$ cat src/rtl/regfile_dbg_pkg.sv
// Shared constants and types for the RegFile debug read-out path.
//   ADDR_W       : register address width (32 architectural registers)
//   DATA_W       : register data width
//   dump_state_e : state encoding of the regfile_dumper controller
package regfile_dbg_pkg;

    localparam int ADDR_W = 5;
    localparam int DATA_W = 32;

    typedef enum logic [2:0] {
        ST_IDLE,
        ST_WAIT_ACK,
        ST_READ,
        ST_SEND,
        ST_DONE
    } dump_state_e;

endpackage

$ cat src/rtl/regfile_dumper.sv
// Debug read-out engine for the RegFile. On a start request it asks the
// pipeline to hold register writes, then walks the inclusive range
// first..last through one asynchronous read port. Each value is streamed
// to the debug link with its register index over a valid/ready handshake.
//
// Ports
//   clk        : system clock, rising edge
//   rst_n      : asynchronous active-low reset
//   start      : one-cycle dump request, honoured only when idle
//   first/last : inclusive register range, latched with start
//   hold_req   : ask the pipeline to stall register writes
//   hold_ack   : pipeline has stalled (looked at only while waiting for it)
//   ra / rd    : RegFile read address / combinational read data
//   out_valid  : beat presented on out_data/out_addr
//   out_ready  : debug link accepts the beat
//   out_data   : register value of the current beat
//   out_addr   : register index of the current beat
//   busy       : dump in progress (any state but idle)
//   done       : one-cycle pulse after the final beat is accepted
//   range_err  : one-cycle pulse when start arrives with first > last
//
// State      | meaning
// -----------+---------------------------------------------------------
// ST_IDLE    | waiting for start; hold released
// ST_WAIT_ACK| hold_req raised, waiting for the pipeline to stall
// ST_READ    | ra = addr; rd captured into the output register at the edge
// ST_SEND    | beat presented, waiting for out_ready
// ST_DONE    | final beat accepted; done high, hold drops on the way out
module regfile_dumper
    import regfile_dbg_pkg::*;
(
    input  logic              clk,
    input  logic              rst_n,
    input  logic              start,
    input  logic [ADDR_W-1:0] first,
    input  logic [ADDR_W-1:0] last,
    output logic              hold_req,
    input  logic              hold_ack,
    output logic [ADDR_W-1:0] ra,
    input  logic [DATA_W-1:0] rd,
    output logic              out_valid,
    input  logic              out_ready,
    output logic [DATA_W-1:0] out_data,
    output logic [ADDR_W-1:0] out_addr,
    output logic              busy,
    output logic              done,
    output logic              range_err
);

    localparam logic [ADDR_W-1:0] ADDR_ONE = ADDR_W'(1);

    dump_state_e       state_q,     state_d;
    logic [ADDR_W-1:0] addr_q,      addr_d;
    logic [ADDR_W-1:0] last_q,      last_d;
    logic              hold_req_q,  hold_req_d;
    logic              out_valid_q, out_valid_d;
    logic [DATA_W-1:0] out_data_q,  out_data_d;
    logic [ADDR_W-1:0] out_addr_q,  out_addr_d;
    logic              busy_q,      busy_d;
    logic              done_q,      done_d;
    logic              range_err_q, range_err_d;

    always_ff @(posedge clk or negedge rst_n) begin
        if (!rst_n) begin
            state_q     <= ST_IDLE;
            addr_q      <= '0;
            last_q      <= '0;
            hold_req_q  <= 1'b0;
            out_valid_q <= 1'b0;
            out_data_q  <= '0;
            out_addr_q  <= '0;
            busy_q      <= 1'b0;
            done_q      <= 1'b0;
            range_err_q <= 1'b0;
        end else begin
            state_q     <= state_d;
            addr_q      <= addr_d;
            last_q      <= last_d;
            hold_req_q  <= hold_req_d;
            out_valid_q <= out_valid_d;
            out_data_q  <= out_data_d;
            out_addr_q  <= out_addr_d;
            busy_q      <= busy_d;
            done_q      <= done_d;
            range_err_q <= range_err_d;
        end
    end

    always_comb begin
        state_d     = state_q;
        addr_d      = addr_q;
        last_d      = last_q;
        hold_req_d  = hold_req_q;
        out_valid_d = out_valid_q;
        out_data_d  = out_data_q;
        out_addr_d  = out_addr_q;
        done_d      = 1'b0;
        range_err_d = 1'b0;

        unique case (state_q)
            ST_IDLE: begin
                if (start) begin
                    if (first <= last) begin
                        addr_d     = first;
                        last_d     = last;
                        hold_req_d = 1'b1;
                        state_d    = ST_WAIT_ACK;
                    end else begin
                        range_err_d = 1'b1;
                    end
                end
            end

            ST_WAIT_ACK: begin
                if (hold_ack) begin
                    state_d = ST_READ;
                end
            end

            // ra has been driven from addr_q for the whole cycle, so rd
            // has settled by this edge.
            ST_READ: begin
                out_data_d  = rd;
                out_addr_d  = addr_q;
                out_valid_d = 1'b1;
                state_d     = ST_SEND;
            end

            // Comparing against last before incrementing keeps addr from
            // ever stepping past last, so last = 31 cannot wrap to 0.
            ST_SEND: begin
                if (out_valid_q && out_ready) begin
                    out_valid_d = 1'b0;
                    if (addr_q == last_q) begin
                        done_d  = 1'b1;
                        state_d = ST_DONE;
                    end else begin
                        addr_d  = addr_q + ADDR_ONE;
                        state_d = ST_READ;
                    end
                end
            end

            ST_DONE: begin
                hold_req_d = 1'b0;
                state_d    = ST_IDLE;
            end

            default: begin
                hold_req_d  = 1'b0;
                out_valid_d = 1'b0;
                state_d     = ST_IDLE;
            end
        endcase

        // Registered busy follows the state being entered, so it falls on
        // the same edge that ends the done pulse.
        busy_d = (state_d != ST_IDLE);
    end

    assign hold_req  = hold_req_q;
    assign ra        = addr_q;
    assign out_valid = out_valid_q;
    assign out_data  = out_data_q;
    assign out_addr  = out_addr_q;
    assign busy      = busy_q;
    assign done      = done_q;
    assign range_err = range_err_q;

endmodule

$ cat config.mk
export PLATFORM = sky130hd
export DESIGN_NAME = regfile_dumper
export DESIGN_NICKNAME = d
export VERILOG_FILES = /design/src/rtl/regfile_dbg_pkg.sv /design/src/rtl/regfile_dumper.sv
export SDC_FILE = /design/constraint.sdc
export NUM_CORES = 1
export LEC_CHECK = 0
export ABC_AREA = 1
export BUFFER_PORTS_ARGS = -buffer_cell sky130_fd_sc_hd__buf_2
export CORE_ASPECT_RATIO = 1.4
export CORE_MARGIN = 4
export CORE_UTILIZATION = 25
export DETAILED_ROUTE_END_ITERATION = 16
export PLACE_DENSITY = 0.57
export SLEW_MARGIN = 20
export SYNTH_ARGS = -nofsm -noshare
export SYNTH_HDL_FRONTEND = slang
export SYNTH_SLANG_ARGS = --single-unit
$ cat constraint.sdc
create_clock -name clk -period 1.7 [get_ports clk]
set_clock_uncertainty 0.2 [all_clocks]
set_input_delay 0.34 -clock clk [delete_from_list [all_inputs] [get_ports clk]]
set_output_delay 0.34 -clock clk [all_outputs]
set_load 0.02 [all_outputs]
# Word level (Yosys, flattened, before mapping)
# Cells that the tools add are included.
[classes]
n_addsub = 1
muxes = 22
order_cmp = 1
n_reduce_logical = 10
n_eq_ne = 9
n_bitwise = 2
[ops]
columns = ["operator", "count"]
rows = [
  ["2-to-1 mux 5 bit", 4],
  ["2-to-1 mux 3 bit", 5],
  ["case mux 3 bit (4 select lines)", 1],
  ["case mux 5 bit (2 select lines)", 1],
  ["2-to-1 mux 1 bit", 9],
  ["!= test 2 bit (second input constant)", 4],
  ["equality test 3 x 2 -> 1 bit (second input constant)", 2],
  ["AND reduction 3 bit", 2],
  ["OR reduction 3 bit", 2],
  ["adder 5 x 1 -> 5 bit (second input constant)", 1],
  ["equality test 5 bit", 1],
  ["less-or-equal comparator 5 bit", 1],
  ["AND reduction 5 bit", 1],
  ["equality test 3 x 1 -> 1 bit (second input constant)", 1],
  ["equality test 3 bit (second input constant)", 1],
  ["logical NOT 3 bit", 1],
  ["case mux 1 bit (3 select lines)", 1],
  ["nonzero test 3 bit", 1],
  ["NOT 1 bit", 2],
  ["case mux 1 bit (2 select lines)", 1],
  ["AND reduction 2 bit", 1],
  ["nonzero test 2 bit", 1],
  ["logical AND 1 bit", 1],
]
[word_totals]
in_bits = 47
elab_cells = 55
reg_bits = 55

# Logic depth before layout (Yosys ltp)
[depth]
word_depth = 5
mapped_depth = 11
ltp_nobuf = 11

# Worst setup path before layout
# OpenSTA, ideal clock, no wires.
[synth_path]
path_kind = "input-to-reg"
from = "input port last[4]"
to = "register addr_q[0] (netlist: ra[0])"
arrival_time_ns = 1.432
t_required_ns = 1.434
path_stages = 10
path_buffers = 0
path_slack_ns = 0.001
cell_sequence = "inv_1 -> ha_1 -> nand2_1 -> nor2_1 -> nand2_1 -> nand3_1 -> nand3_1 -> nand3_4 -> nand2_1 -> nand2_1"
[synth_between]
elab_chain_len = 3
[synth_lines]
columns = ["element", "line", "rtl"]
rows = [
  ["start: declaration", "regfile_dumper.sv:36", "input logic [ADDR_W-1:0] last,"],
  ["less-or-equal comparator 5 bit", "regfile_dumper.sv:103", "if (first <= last) begin"],
  ["!= test 2 bit (no line)", "--", ""],
  ["AND reduction 5 bit (no line)", "--", ""],
  ["end signal: assignment", "regfile_dumper.sv:77", "addr_q <= addr_d;"],
  ["end: declaration", "regfile_dumper.sv:53", "logic [ADDR_W-1:0] addr_q, addr_d;"],
]
# Every way passes these cells.
# A chain may end at the register's enable or synchronous reset.

# Final worst setup path
[layout_path]
from = "register state_q[1]"
to = "register busy_q (netlist: busy)"
[layout_between]
word_cells_on_any_way = 10
[layout_lines]
columns = ["element", "line", "rtl"]
rows = [
  ["start: declaration", "regfile_dumper.sv:52", "dump_state_e state_q, state_d;"],
  ["start signal: assignment", "regfile_dumper.sv:76", "state_q <= state_d;"],
  ["equality test 3 x 2 -> 1 bit (tied with other cells)", "regfile_dumper.sv:100", "unique case (state_q)"],
  ["case mux 3 bit (4 select lines) (*)", "regfile_dumper.sv:100", ""],
  ["net state_d[0]", "regfile_dumper.sv:52", ""],
  ["nonzero test 3 bit (*)", "regfile_dumper.sv:158", "busy_d = (state_d != ST_IDLE);"],
  ["net busy_d", "regfile_dumper.sv:59", "logic busy_q, busy_d;"],
  ["end signal: assignment", "regfile_dumper.sv:83", "busy_q <= busy_d;"],
  ["end: declaration", "regfile_dumper.sv:59", ""],
]
# The timed path passes the listed nets; every way through them passes the cells marked *.

==> metrics.md <==
| Metric | Value |
|---|---|
| Outcome | finished clean |
| Vias per cell | approximately 4.2 |
| Routed len/inst | approximately 12 um |
| Remaining global-route overflow | 0 |
| Post-layout util | 0.364 |
| Synthesized area per cell | around 8.4 um^2 |
| Syn Nets | between 300 and 400 |
| Layout cell share with drive strength beyond 1 | 0.362 |
| GR Layer Usage met1 | 0.136 |
| CP arrival | around 1.7 ns |
| Layout area overhead | 40.9% |
| Main combinational cell family by area after synthesis | simple AND/OR/NAND/NOR gates |
| Sequential-to-total area share from yosys stat | 0.536 |
| Final WL | roughly 6.8 mm |
| Total Routing Usage GR | 0.120 |
| Clk_lat worst skew | 0.29 ns |
| Nets | 475 |
| CTS clk-pin slew, worst paths | around 0.070 ns |
| Die H | between 100 and 150 um |
| ANT cells | 0 |
| I/O pins | 94 |
| Slew @ Worst Pin | about 0.41 ns |
| Fin crit share | 0.970 |
| Multi-input gate area | between 0.001 and 0.0015 mm^2 |
| Maximum vdd ir drop | between 0.3 and 0.4 mV |
| Final WS setup | 0.0516 ns |
| Total power | between 2 and 3 mW |
| Starting Density | 0.258 |
| CP required | between 1.5 and 2 ns |
| HPWL Detailed | between 5 and 6 mm |
| Worst slack at placement | -0.346 ns |
| Ys Warns | 0 |
| GRT met2 Usage | 0.215 |
| H-tree level count | 2 |
| Core Area | between 0.009 and 0.01 mm^2 |
| Die area | about 0.012 mm^2 |
| M3 GR Usage | 0.0264 |
| Crit start category | flop |
| Reg2reg setup slack | between 0.05 and 0.06 ns |
| Count of final hold-check violations | 0 |
| GRT Max-Usage Layer | met2 |
| Largest net degree at the start of global routing | 42 |
| Vias in the first global route | 2377 |
| Synth Area in Compound Gates | 0.0497 |
| Initial antenna violation count | 0 |
| Clk buf depth | 2 |
| Finished Cell Area | ~0.0036 mm^2 |
| Synthesized instance count | 307 |
| Placed Cells | 547 |
| Final Max Tran Viols | 0 |
| Hold Path Class | primary input to flop |
| RR Startpoint | state_q[1] |
| Initial DRT Pass Iterations | 4 |
| Crit path kind | flop to flop |
| Post-Layout Cell Count | roughly 560 |
| Clock Tree Root | clkbuf_16 |
| Netlist cell types | 29 |
| Num rows | 43 |
| Worst Hold Launch | rd[22] |
| Setup crit end kind | flop |
| Area after DPL | 0.00333 mm^2 |
| Mapped Area | 0.00257 mm^2 |
| CTS Sinks | 55 |
| F_max | between 0.6 and 0.7 GHz |
| Most frequent cells in the layout | nand2_1 (155), buf_2 (93), dfrtp_1 (55) |
| Mux share of post-synthesis cell area | 0 |
| First-pass GRT wire length | 11.4 mm |
| Max cap viols | 0 |
| Worst relative slew slack | 0.725 |
| Post-DRT Antenna Nets | 0 |
| RSZ-0062 raised after global routing | yes |
| Die X | 93.7 um |
| Power per cell area | 730 mW/mm^2 |
| Via count | 2356 |
| Initial DRC count | 67 |
| Post-Synth Simple-Gate Area | 0.313 |
| WHS Endpoint | out_data[22] |
| Worst-path maximum fanout | 4 |
| Commonest non-fill, non-tap cell in the layout | nand2_1 |
| Fillers | ~1000 |
| CTS tree | done |
| Post-Synth Adder-Cell Area | 0.0292 |
| Setup violators final | 0 |
| Final Critical Period | ~1.6 ns |
| Leakage | roughly 1.8 nW |
| Number of port buffers | 93 |
| Gpl congestion | 0.833 |
| Seq cells post-synth | 55 |
| DRC | 0 |
| Post-synthesis xor/xnor area fraction | 0.00682 |
| Worst reg2reg path depth | 9 |
| Reg2reg end | busy |
| Register Area | around 0.0014 mm^2 |
| Hold path depth | 3 |
| Clock buffer count from CTS | 5 |
==> worst max path at each step <==
| stage | from | end | slack, ns | cells after the start |
|---|---|---|---|---|
| 5_1_grt | last[4] | busy | -0.05 | 12 |
| 3_5_place_dp | last[4] | ra[1] | -0.35 | 11 |
| 2_1_floorplan | last[4] | ra[0] | 0.001 | 10 |
| 4_1_cts | last_q[0] | busy | 0.05 | 6 |
| 3_3_place_gp | last[4] | ra[4] | -0.27 | 11 |
| 6_report | state_q[1] | busy | 0.05 | 9 |
==> state kept, by name (all words and copies together), names as in the netlist <==
register,cells
last_q,5
state_q,3
ra,5
out_valid,1
out_data,32
done,1
out_addr,5
range_err,1
busy,1
hold_req,1
==> worst max-delay path, cell delays in order, from the launching register on <==
cell and delay, ns:
dfrtp_1 0.44, buf_4 0.17, inv_2 0.08, nand3_1 0.08, or2_2 0.28, nand2_1 0.10, inv_2 0.04, nand2_2 0.08
nor2_1 0.06, nand2_1 0.06
==> where the power goes <==
part,total (mW),internal (mW),switching (mW)
registers,1.31,1.31,0
clock network,1.19,0.733,0.459
logic,0.141,0.0688,0.0726
total,2.64,2.11,0.532
==> per-layer routing <==
| layer | share of wire | up-vias | routed length, um |
|---|---|---|---|
| li1 | - | 1186 | - |
| met1 | 0.39 | 1096 | 2670 |
| met2 | 0.53 | 63 | 3630 |
| met3 | 0.050 | 11 | 339 |
| met4 | 0.027 | 0 | 187 |
| met5 | 0 | - | 0 |
==> cell families after synthesis <==
| kind of cell | count (synthesis) |
|---|---|
| fa+ha+maj | 6 |
| xor+xnor | 2 |
| buf+inv | 36 |
| flops | 55 |
| compound gates | 17 |
| simple gates | 191 |
==> stage by stage <==
step	TNS, ns	hold slack, ns
floorplan	0	-0.156
global placement	-2.29	0.0965
detailed placement	-3.10	0.0932
CTS	0	0.0391
global route	-0.230	0.0511
finish	0	0.0516
==> cell type report <==
cell class,instances,area share
multi-input cells,216,0.292
clock inverters,2,0.00968
inverters,25,0.0294
clock buffers,6,0.0384
flip-flops and latches,55,0.380
well taps,135,0.0467
repair buffers,119,0.204
==> cells in the mapped netlist (all sizes together) <==
| library cell | number | area (um^2) |
|---|---|---|
| nor2 | 9 | 41.3 |
| nand3 | 11 | 72.6 |
| ha | 6 | 75.1 |
| buf | 9 | 66.3 |
| dfrtp | 55 | 1380 |
| xnor2 | 2 | 17.5 |
| o22ai | 1 | 6.26 |
| clkbuf | 2 | 7.51 |
| nand2 | 158 | 596 |
| or2 | 2 | 12.5 |
| inv | 25 | 93.8 |
| a21oi | 6 | 56.3 |
| o21ai | 10 | 65.1 |
| nor3 | 3 | 26.3 |
| nand4 | 8 | 56.3 |
==> repair_timing <==
action	4_1_cts	5_1_grt
hold endpoints to repair	14	0
resized for setup	4	14
setup buffers	0	2
setup endpoints to repair	21	46
hold buffers	1	0
pin swaps	0	2
No activity file was read; power rests on OpenSTA's default activity.
